### src/rtl/add_sub_result_pack_unit.sv
// Add/sub result pack stage: merges special-case select codes with the normal path into an
// IEEE-754 single word, one output register plus a skid entry. Optional flags: ADD_SUB_RES_FLAGS_EN.
module add_sub_result_pack_unit #(
    parameter int unsigned CNT_W = 16
) (
    input  logic             i_clk,
    input  logic             i_rst,
    input  logic             i_valid,
    output logic             o_ready,
    input  logic             i_add_sub,
    input  logic             i_sign_a,
    input  logic             i_sign_b,
    input  logic [1:0]       i_sel_exp,
    input  logic [1:0]       i_sel_man,
    input  logic             i_sign_n,
    input  logic [7:0]       i_exp_n,
    input  logic [22:0]      i_man_n,
    output logic             o_valid,
    input  logic             i_ready,
    output logic [31:0]      o_result,
    output logic             o_is_nan,
    output logic             o_is_inf,
    output logic             o_is_zero,
    input  logic             i_flag_clr,
    output logic             o_flag_nan,
    output logic             o_flag_inf,
    output logic             o_flag_zero,
    output logic [CNT_W-1:0] o_cnt_nan,
    output logic [CNT_W-1:0] o_cnt_inf,
    output logic [CNT_W-1:0] o_cnt_zero
);

    localparam int unsigned EXP_W = 8;
    localparam int unsigned MAN_W = 23;
    localparam int unsigned WORD_W = 1 + EXP_W + MAN_W;
    localparam logic [WORD_W-1:0] QNAN_WORD = 32'h7FC0_0000;

    typedef struct packed {
        logic [WORD_W-1:0] result;
        logic              is_nan;
        logic              is_inf;
        logic              is_zero;
    } beat_t;

    beat_t in_beat;
    beat_t out_q;
    beat_t skid_q;
    logic  skid_valid;
    logic  accept;
    logic  out_free;
    logic  eff_b;
    logic  dec_nan;
    logic  dec_inf;
    logic  dec_zero;

    assign accept   = i_valid & o_ready;
    assign out_free = ~o_valid | i_ready;
    assign eff_b    = i_sign_b ^ i_add_sub;

    // Priority decode: NaN, then Inf, then Zero, else normal path.
    always_comb begin
        in_beat  = '0;
        dec_nan  = (i_sel_man == 2'b11);
        dec_inf  = ~dec_nan & ((i_sel_man == 2'b10) | (i_sel_exp[0] & ~i_sel_man[0]));
        dec_zero = ~dec_nan & ~dec_inf & i_sel_exp[1];
        in_beat.is_nan  = dec_nan;
        in_beat.is_inf  = dec_inf;
        in_beat.is_zero = dec_zero;
        if (dec_nan) begin
            in_beat.result = QNAN_WORD;
        end else if (dec_inf) begin
            in_beat.result = {i_sign_n, {EXP_W{1'b1}}, MAN_W'(0)};
        end else if (dec_zero) begin
            in_beat.result = {i_sign_a & eff_b, (WORD_W - 1)'(0)};
        end else begin
            in_beat.result = {i_sign_n, i_exp_n, i_man_n};
        end
    end

    // Output register refills from the skid entry first so ordering is preserved.
    always_ff @(posedge i_clk) begin
        if (i_rst) begin
            out_q      <= '0;
            skid_q     <= '0;
            skid_valid <= 1'b0;
            o_valid    <= 1'b0;
            o_ready    <= 1'b1;
        end else if (out_free) begin
            if (skid_valid) begin
                out_q      <= skid_q;
                o_valid    <= 1'b1;
                skid_valid <= 1'b0;
                o_ready    <= 1'b1;
            end else if (accept) begin
                out_q   <= in_beat;
                o_valid <= 1'b1;
            end else begin
                o_valid <= 1'b0;
            end
        end else if (accept) begin
            skid_q     <= in_beat;
            skid_valid <= 1'b1;
            o_ready    <= 1'b0;
        end
    end

    assign o_result  = out_q.result;
    assign o_is_nan  = out_q.is_nan;
    assign o_is_inf  = out_q.is_inf;
    assign o_is_zero = out_q.is_zero;

`ifdef ADD_SUB_RES_FLAGS_EN
    logic [2:0]       event_vec;
    logic [2:0]       flag_q;
    logic [CNT_W-1:0] cnt_q [3];

    assign event_vec = {o_is_nan, o_is_inf, o_is_zero} & {3{o_valid & i_ready}};

    // Clear takes effect before a same-cycle event is counted.
    always_ff @(posedge i_clk) begin
        if (i_rst) begin
            flag_q <= '0;
            for (int k = 0; k < 3; k++) begin
                cnt_q[k] <= '0;
            end
        end else begin
            for (int k = 0; k < 3; k++) begin
                if (i_flag_clr) begin
                    flag_q[k] <= event_vec[k];
                    cnt_q[k]  <= CNT_W'(event_vec[k]);
                end else if (event_vec[k]) begin
                    flag_q[k] <= 1'b1;
                    if (cnt_q[k] != {CNT_W{1'b1}}) begin
                        cnt_q[k] <= cnt_q[k] + CNT_W'(1);
                    end
                end
            end
        end
    end

    assign o_flag_nan  = flag_q[2];
    assign o_flag_inf  = flag_q[1];
    assign o_flag_zero = flag_q[0];
    assign o_cnt_nan   = cnt_q[2];
    assign o_cnt_inf   = cnt_q[1];
    assign o_cnt_zero  = cnt_q[0];
`else
    logic unused_flag_clr;

    assign unused_flag_clr = i_flag_clr;
    assign o_flag_nan      = 1'b0;
    assign o_flag_inf      = 1'b0;
    assign o_flag_zero     = 1'b0;
    assign o_cnt_nan       = '0;
    assign o_cnt_inf       = '0;
    assign o_cnt_zero      = '0;
`endif

endmodule
### config.mk
export PLATFORM = sky130hd
export DESIGN_NAME = add_sub_result_pack_unit
export DESIGN_NICKNAME = d
export VERILOG_FILES = /design/src/rtl/add_sub_result_pack_unit.sv
export SDC_FILE = /design/constraint.sdc
export NUM_CORES = 1
export LEC_CHECK = 0
export ABC_AREA = 0
export BUFFER_PORTS_ARGS = -buffer_cell sky130_fd_sc_hd__buf_2
export CAP_MARGIN = 15
export CELL_PAD_IN_SITES_DETAIL_PLACEMENT = 0
export CELL_PAD_IN_SITES_GLOBAL_PLACEMENT = 1
export CORE_MARGIN = 5
export CORE_UTILIZATION = 33
export CTS_BUF_LIST = sky130_fd_sc_hd__clkbuf_4
export DETAILED_ROUTE_END_ITERATION = 7
export GPL_ROUTABILITY_DRIVEN = 0
export PLACE_DENSITY_LB_ADDON = 0.1
export SLEW_MARGIN = 10
export SYNTH_ARGS = -nofsm -noshare
export SYNTH_HDL_FRONTEND = slang
export SYNTH_SLANG_ARGS = --single-unit
### constraint.sdc
create_clock -name i_clk -period 1.3 [get_ports i_clk]
set_input_delay 0.065 -clock i_clk [delete_from_list [all_inputs] [get_ports i_clk]]
set_output_delay 0.065 -clock i_clk [all_outputs]
set_load 0.01 [all_outputs]
==> metrics.md, run 1 <==
| Metric | Value |
|---|---|
| Sequential-to-total area share from yosys stat | 0.406 |
| Placed Instances | 646 |
| Clk root buf | clkbuf_4 |
| Gr ovfl total | 0 |
| GRT Overall Usage | 0.151 |
| Fin. Hold Viols | 0 |
| Final WL | 10,200 um |
| Failing checks | negative setup slack |
| Clock transition at the registers of the reported paths | 0.13 ns |
| PnR worst setup slack | -0.0206 ns |
| Register bit total from synthesis | 73 |
| Skew final | 0.0205 ns |
| Via density | 4.68 |
| Pre-CTS setup slack | -0.0931 ns |
| I/O Buffers | 79 |
| Crit end category | register |
| Pleak | 0.00193 uW |
| Full die area | 0.0131 mm2 |
| Maximum VDD drop | 445 uV |
| Number of max-cap violations | 0 |
| Max Slew Vio Count | 0 |
| Vias in the first global route | 3,077 |
| Clock Path Buffers | 2 |
| Fin cells | 694 |
| Die boundary width | 114 um |
| Crit path required time | 1.66 ns |
| Final setup vio count | 9 |
| Io pins | 132 |
| Initial cell density of the core | 0.335 |
| Core Area | 0.0107 mm2 |
| Outcome | finished, violations left |
| HPWL after DPL | 6510 um |
| Fmax | 757 MHz |
| Post-route ant nets | 0 |
| Rows | 38 |
| Clk sinks | 73 |
| Critical Path Start Type | register |
| Min cycle time layout | 1.32 ns |
| 1st-iter DRT viols | 150 |
| Unrepaired setup endpoints after global routing | yes |
| Initial antenna violation count | 0 |
| Synth unique cells | 37 |
| Final Cycle Share | 1.02 |
| First-pass detailed-route iteration total | 4 |
| Skew-Pair Late Insertion Delay | 0.42 ns |
| Kind of critical path | register to register |
| YS warnings | 0 |
| DIE HEIGHT | 114 um |
| Synthesized area per cell | 8.24 um2 |
| First-pass GRT wire length | 15,800 um |
| Via count | 3,246 |
| Synth Instances | 437 |
| Area Growth Syn to Fin | 32.0% |
| Fraction of layout cells with a size suffix above 1 | 0.298 |
| Antenna Cells | 0 |
| DRC viols | 0 |
| Num CTS Buffers | 9 |
| Worst-Margin Slew | 0.647 ns |
| CTS tree | done |
| CTS H-tree lvls | 3 |
| Pwr per Cell Area | 1070 mW/mm2 |
| Worst Hold Class | input port to register |
| Pin count of the biggest net entering global routing | 49 |
| Mapped cell area | 0.00360 mm2 |
| Final net count | 593 |
| Max-Slew Margin vs Limit | 0.569 |
| Routed length per instance | 14.8 um |
| Critical Path Fanout Max | 7 |
| CP arrival | 1.68 ns |
layout make-up:
| cell class | count | area, um2 |
|---|---|---|
| clock buffers | 9 | 67.6 |
| repair buffers | 139 | 1070 |
| clock inverters | 7 | 95.1 |
| flip-flops and latches | 73 | 1470 |
| well taps | 140 | 175 |
| multi-input cells | 324 | 1880 |
| fillers | 1134 | 5990 |
| inverters | 2 | 7.51 |
power breakdown:
group          internal (uW)  total (uW)  switching (uW)
clock                    779        1660             878
sequential              2350        2410            55.3
combinational            465        1040             576
state kept, by name (all words and copies together), names as in the netlist:
name	count
skid_valid	1
o_is_zero	1
o_is_nan	1
o_valid	1
o_ready	1
o_result	32
o_is_inf	1
skid_q	35
layout by cell type (no fill, tap or decap), types with 12 or more instances in the layout:
| cell | instances |
|---|---|
| nand2_1 | 35 |
| nor3_1 | 18 |
| nand3b_1 | 22 |
| a21oi_1 | 53 |
| a211oi_1 | 18 |
| dlygate4sd3_1 | 25 |
| conb_1 | 51 |
| nor2_1 | 39 |
| buf_4 | 18 |
| dfxtp_1 | 70 |
| nand2b_1 | 12 |
| nand3_1 | 22 |
| buf_2 | 80 |
path summary, 6_finish.rpt:
path | start | end | slack (ns) | cells after the start
setup / recovery | o_valid | o_result[27] | -0.02 | 7
hold / removal | i_sign_a | o_result[31] | 0.05 | 3
setup reg to reg | o_valid | o_result[27] | -0.02 | 7
hold reg to reg | o_result[28] | o_result[28] | 0.46 | 2
per-layer routing:
| layer | part of all wire | vias to the layer above | wire (um) | global-route usage |
|---|---|---|---|---|
| li1 | - | 1639 | - | - |
| met1 | 0.47 | 1518 | 4780 | 0.210 |
| met2 | 0.48 | 81 | 4890 | 0.238 |
| met5 | 0 | - | 0 | 0 |
| met4 | 0.0079 | 0 | 81 | 0.0404 |
| met3 | 0.047 | 8 | 486 | 0.0296 |
Yosys cell counts:
library cell | instances | share of area
dfxtp_1 | 73 | 0.41
a21oi_1 | 58 | 0.081
buf_4 | 54 | 0.11
nor2_1 | 41 | 0.043
nand2_1 | 35 | 0.036
a211oi_1 | 26 | 0.054
nand3_1 | 22 | 0.031
nand3b_1 | 22 | 0.046
nor3_1 | 21 | 0.029
buf_2 | 16 | 0.022
clkbuf_1 | 12 | 0.013
nand2b_1 | 12 | 0.021
nor2b_1 | 8 | 0.014
buf_6 | 4 | 0.013
o311ai_0 | 4 | 0.0097
a31oi_1 | 2 | 0.0035
buf_1 | 2 | 0.0021
inv_1 | 2 | 0.0021
o211a_1 | 2 | 0.0056
o311ai_1 | 2 | 0.0049
o311ai_2 | 2 | 0.0090
or2_1 | 2 | 0.0035
a21o_1 | 1 | 0.0021
a21oi_4 | 1 | 0.0045
a32o_1 | 1 | 0.0028
and2b_4 | 1 | 0.0028
and3_1 | 1 | 0.0017
and4_1 | 1 | 0.0024
conb_1 | 1 | 0.0010
nand4b_1 | 1 | 0.0024
nor2_2 | 1 | 0.0017
nor2b_2 | 1 | 0.0024
nor3_4 | 1 | 0.0045
o211ai_1 | 1 | 0.0021
o21bai_1 | 1 | 0.0021
o41ai_2 | 1 | 0.0045
xor2_1 | 1 | 0.0024
through the flow:
step,total power (uW),hold slack (ns),util,setup TNS [ns],cell area (um2)
floorplan,3100,0.212,-,-0.0128,3820
global route,5420,0.0515,0.442,-2.89,4750
detailed placement,3330,0.343,0.383,-1.28,4110
CTS,5080,0.0284,0.423,-0.00264,4540
finish,5100,0.0498,0.442,-0.0881,4750
global placement,3330,0.334,0.383,-0.585,4110
logic make-up (layout without fill, tap and decap cells):
family | after synthesis | in the layout | synth area share
AOI/OAI and AO/OA | 102 | 102 | 0.186
xor gates and xnor gates | 1 | 1 | 0.00243
buffers and inverters | 90 | 157 | 0.164
DFF | 73 | 73 | 0.406
other | 1 | 51 | 0.00104
and+or+nand+nor | 170 | 170 | 0.241
timing repair:
action	4_1_cts	5_1_grt
gates resized for setup	7	24
setup endpoints to repair	55	65
setup buffers	0	3
pin swaps	0	26
gates cloned	0	4
hold endpoints to repair	46	0
hold buffers	25	0
worst max-delay path, cell delays in order, from the launching register on:
cell	delay (ns)
dfxtp_2	0.34
and2b_4	0.16
buf_4	0.14
nor2_4	0.10
buf_12	0.14
clkbuf_16	0.16
o311ai_2	0.09
a21oi_1	0.15
Note: power is estimated with default switching activity, not from simulation.
==> run 2, diff against run 1 <==
SKIP_LAST_GASP = 1   (was unset)
==> run 2 against run 1 <==
Net effect: register-to-register slack about the same; total power up 0.29%; final cell count unchanged; clock skew hardly changed; non-clock buffer count is the same; core utilization rose by 0.35 points; the flow still finishes with violations (negative setup slack); sequential cell count stayed put; highest routed layer unchanged; largest cell class unchanged; clock-buffer cell count unchanged.
==> metrics.md, run 2 (synthesis gave the netlist of run 1 again) <==
| Metric | Value |
|---|---|
| Io pins | 132 (unchanged) |
| FF-to-FF setup slack | -0.02 ns (about the same) |
| Gr ovfl total | 0 (unchanged) |
| DIE HEIGHT | 114 um (unchanged) |
| I/O Buffers | 79 (unchanged) |
| Rows | 38 (unchanged) |
| Fmax | 756 MHz (-0.21%) |
| Most common cell after layout, fill and taps aside | buf_2 |
| Switch share | 0.296 (+0.000497) |
| Fraction of layout cells with a size suffix above 1 | 0.309 (+0.0108) |
| Pin count of the biggest net entering global routing | 49 (unchanged) |
| Pleak | 0.00194 uW (+0.16%) |
| Number of max-cap violations | 0 (unchanged) |
| Outcome | finished, violations left |
| Max Slew Vio Count | 0 (unchanged) |
| Crit end category | register |
| Routed length per instance | 14.9 um (+1.3%) |
| Combinational Power Share | 0.208 (+0.004) |
| Max FFs per register | 35 (unchanged) |
| DRC viols | 0 (unchanged) |
| Worst Hold Class | input port to register |
| Skew-Pair Late Insertion Delay | 0.42 ns (about the same) |
| # fillers | 1,132 (-0.18%) |
| Initial cell density of the core | 0.335 (unchanged) |
| Failing checks | negative setup slack |
| Full die area | 0.0131 mm2 (unchanged) |
| GRT Overall Usage | 0.150 (-0.000441) |
| Core Area | 0.0107 mm2 (unchanged) |
| Clk root buf | clkbuf_4 |
| Hold Slack | 0.0456 ns (-0.00416 ns) |
| Critical Path Fanout Max | 7 (unchanged) |
| Vias in the first global route | 3,069 (-0.26%) |
| Max incr delay on CP | 0.34 ns (about the same) |
| Skew final | 0.0207 ns (+0.000175 ns) |
| RR Endpoint | o_result[27] |
| Most frequent cells in the layout | 80 x buf_2, 70 x dfxtp_1, 52 x a21oi_1, 51 x conb_1, 35 x nand2_1 |
| Clock Path Buffers | 2 (unchanged) |
| Min cycle time layout | 1.32 ns (+0.00274 ns) |
| Final Instance Area | 0.00479 mm2 (+0.79%) |
| First-pass GRT wire length | 15,800 um (-0.35%) |
| Antenna Cells | 0 (unchanged) |
| Final net count | 593 (unchanged) |
| Max-Slew Margin vs Limit | 0.528 (-0.0411) |
| Pwr per Cell Area | 1070 mW/mm2 (-0.50%) |
| CP arrival | 1.68 ns (about the same) |
| Clk sinks | 73 (unchanged) |
| Final setup vio count | 9 (unchanged) |
| Final WL | 10,400 um (+1.3%) |
| Area Growth Syn to Fin | 33.0% |
| Largest reg by FF count | skid_q |
| Clock transition at the registers of the reported paths | 0.13 ns (about the same) |
| Flop pwr share | 0.470 (about the same) |
| Critical Path Start Type | register |
| 1st-iter DRT viols | 150 (unchanged) |
| Via density | 4.70 (+0.43%) |
| Post-route ant nets | 0 (unchanged) |
| Num CTS Buffers | 9 (unchanged) |
| CTS tree | done |
| Internal power | 3600 uW (+0.22%) |
| First-pass detailed-route iteration total | 4 (unchanged) |
| CP endpoint | o_result[27] |
| Critical path depth in cells | 7 (unchanged) |
| Via count | 3,260 (+0.43%) |
| DP Area | 0.00411 mm2 (unchanged) |
| Critical path launch point | o_valid |
| Unrepaired setup endpoints after global routing | yes |
| Crit path cell chain | and2b_4 -> buf_4 -> nor2_4 -> buf_12 -> clkbuf_16 -> o311ai_4 -> a21oi_1 |
| CP max-delay cell | dfxtp_2 |
| Clock network power share | 0.322 (-0.003) |
| Maximum VDD drop | 445 uV (-0.15%) |
| HPWL after DPL | 6510 um (unchanged) |
| PnR worst setup slack | -0.0234 ns (-0.00274 ns) |
| Switching power | 1520 uW (+0.46%) |
| Placed Instances | 646 (unchanged) |
| Worst r2r path cells | 7 (unchanged) |
| Critical R2R Launch | o_valid |
| Initial antenna violation count | 0 (unchanged) |
| Crit-path leading delay family | buffers and inverters |
| Worst-Margin Slew | 0.708 ns (+0.0616 ns) |
| Fin cells | 694 (unchanged) |
| Kind of critical path | register to register |
| Fin. Hold Viols | 0 (unchanged) |
| Crit path required time | 1.66 ns (about the same) |
| CTS H-tree lvls | 3 (unchanged) |
| Bufs and invs on worst path | 3 (unchanged) |
| Final Cycle Share | 1.02 (+0.00211) |
| Die boundary width | 114 um (unchanged) |
run 2: final cells by class:
type,instances,area (um2),area share
repair buffers,139,1060,0.222
flip-flops and latches,73,1470,0.306
inverters,2,7.51,0.00157
clock buffers,9,67.6,0.0141
multi-input cells,324,1920,0.400
well taps,140,175,0.0366
clock inverters,7,95.1,0.0198
run 2: routing by layer:
layer | vias to the layer above | routed length (um) | GRT usage | part of all wire
li1 | 1634 | - | - | -
met4 | 0 | 81 | 0.0404 | 0.0078
met2 | 91 | 4910 | 0.236 | 0.47
met1 | 1527 | 4860 | 0.210 | 0.47
met5 | - | 0 | 0 | 0
met3 | 8 | 513 | 0.0296 | 0.049
run 2: worst register-to-register path, stage by stage, from the launching register on:
cell and delay, ns:
dfxtp_2 0.34, and2b_4 0.16, buf_4 0.14, nor2_4 0.10
buf_12 0.14, clkbuf_16 0.17, o311ai_4 0.09, a21oi_1 0.14
run 2: worst min-delay path by stage:
stage,from,slack [ns],endpoint,cells past startpoint
5_1_grt,i_exp_n[1],0.05,skid_q[27],4
6_report,i_sign_a,0.05,o_result[31],3
2_1_floorplan,i_man_n[7],0.21,skid_q[10],2
3_5_place_dp,i_man_n[1],0.34,skid_q[4],3
4_1_cts,i_sign_a,0.03,o_result[31],3
3_3_place_gp,i_man_n[0],0.33,skid_q[3],3
run 2: power by group through the flow:
stage	clock network [uW]	logic, uW	registers [uW]
floorplan	0	596	2500
global placement	0	872	2460
detailed placement	0	875	2460
CTS	1720	939	2410
global route	1850	1170	2430
finish	1650	1060	2410
run 2: through the flow:
stage / worst slack (ns) / setup TNS [ns] / total power, uW / util
5_1_grt: -0.0888 / -2.99 / 5440 / 0.446
2_1_floorplan: -0.0128 / -0.0128 / 3100 / -
6_report: -0.0234 / -0.114 / 5120 / 0.446
3_3_place_gp: -0.0620 / -0.585 / 3330 / 0.383
4_1_cts: -0.0321 / -0.0895 / 5070 / 0.422
3_5_place_dp: -0.0931 / -1.28 / 3330 / 0.383
run 2: what timing repair did:
item	4_1_cts	5_1_grt
cloned	0	4
setup endpoints to repair	55	65
pin swaps	0	27
endpoints found under the hold margin	46	0
setup buffers	0	3
hold buffers	25	0
gates resized for setup	3	36
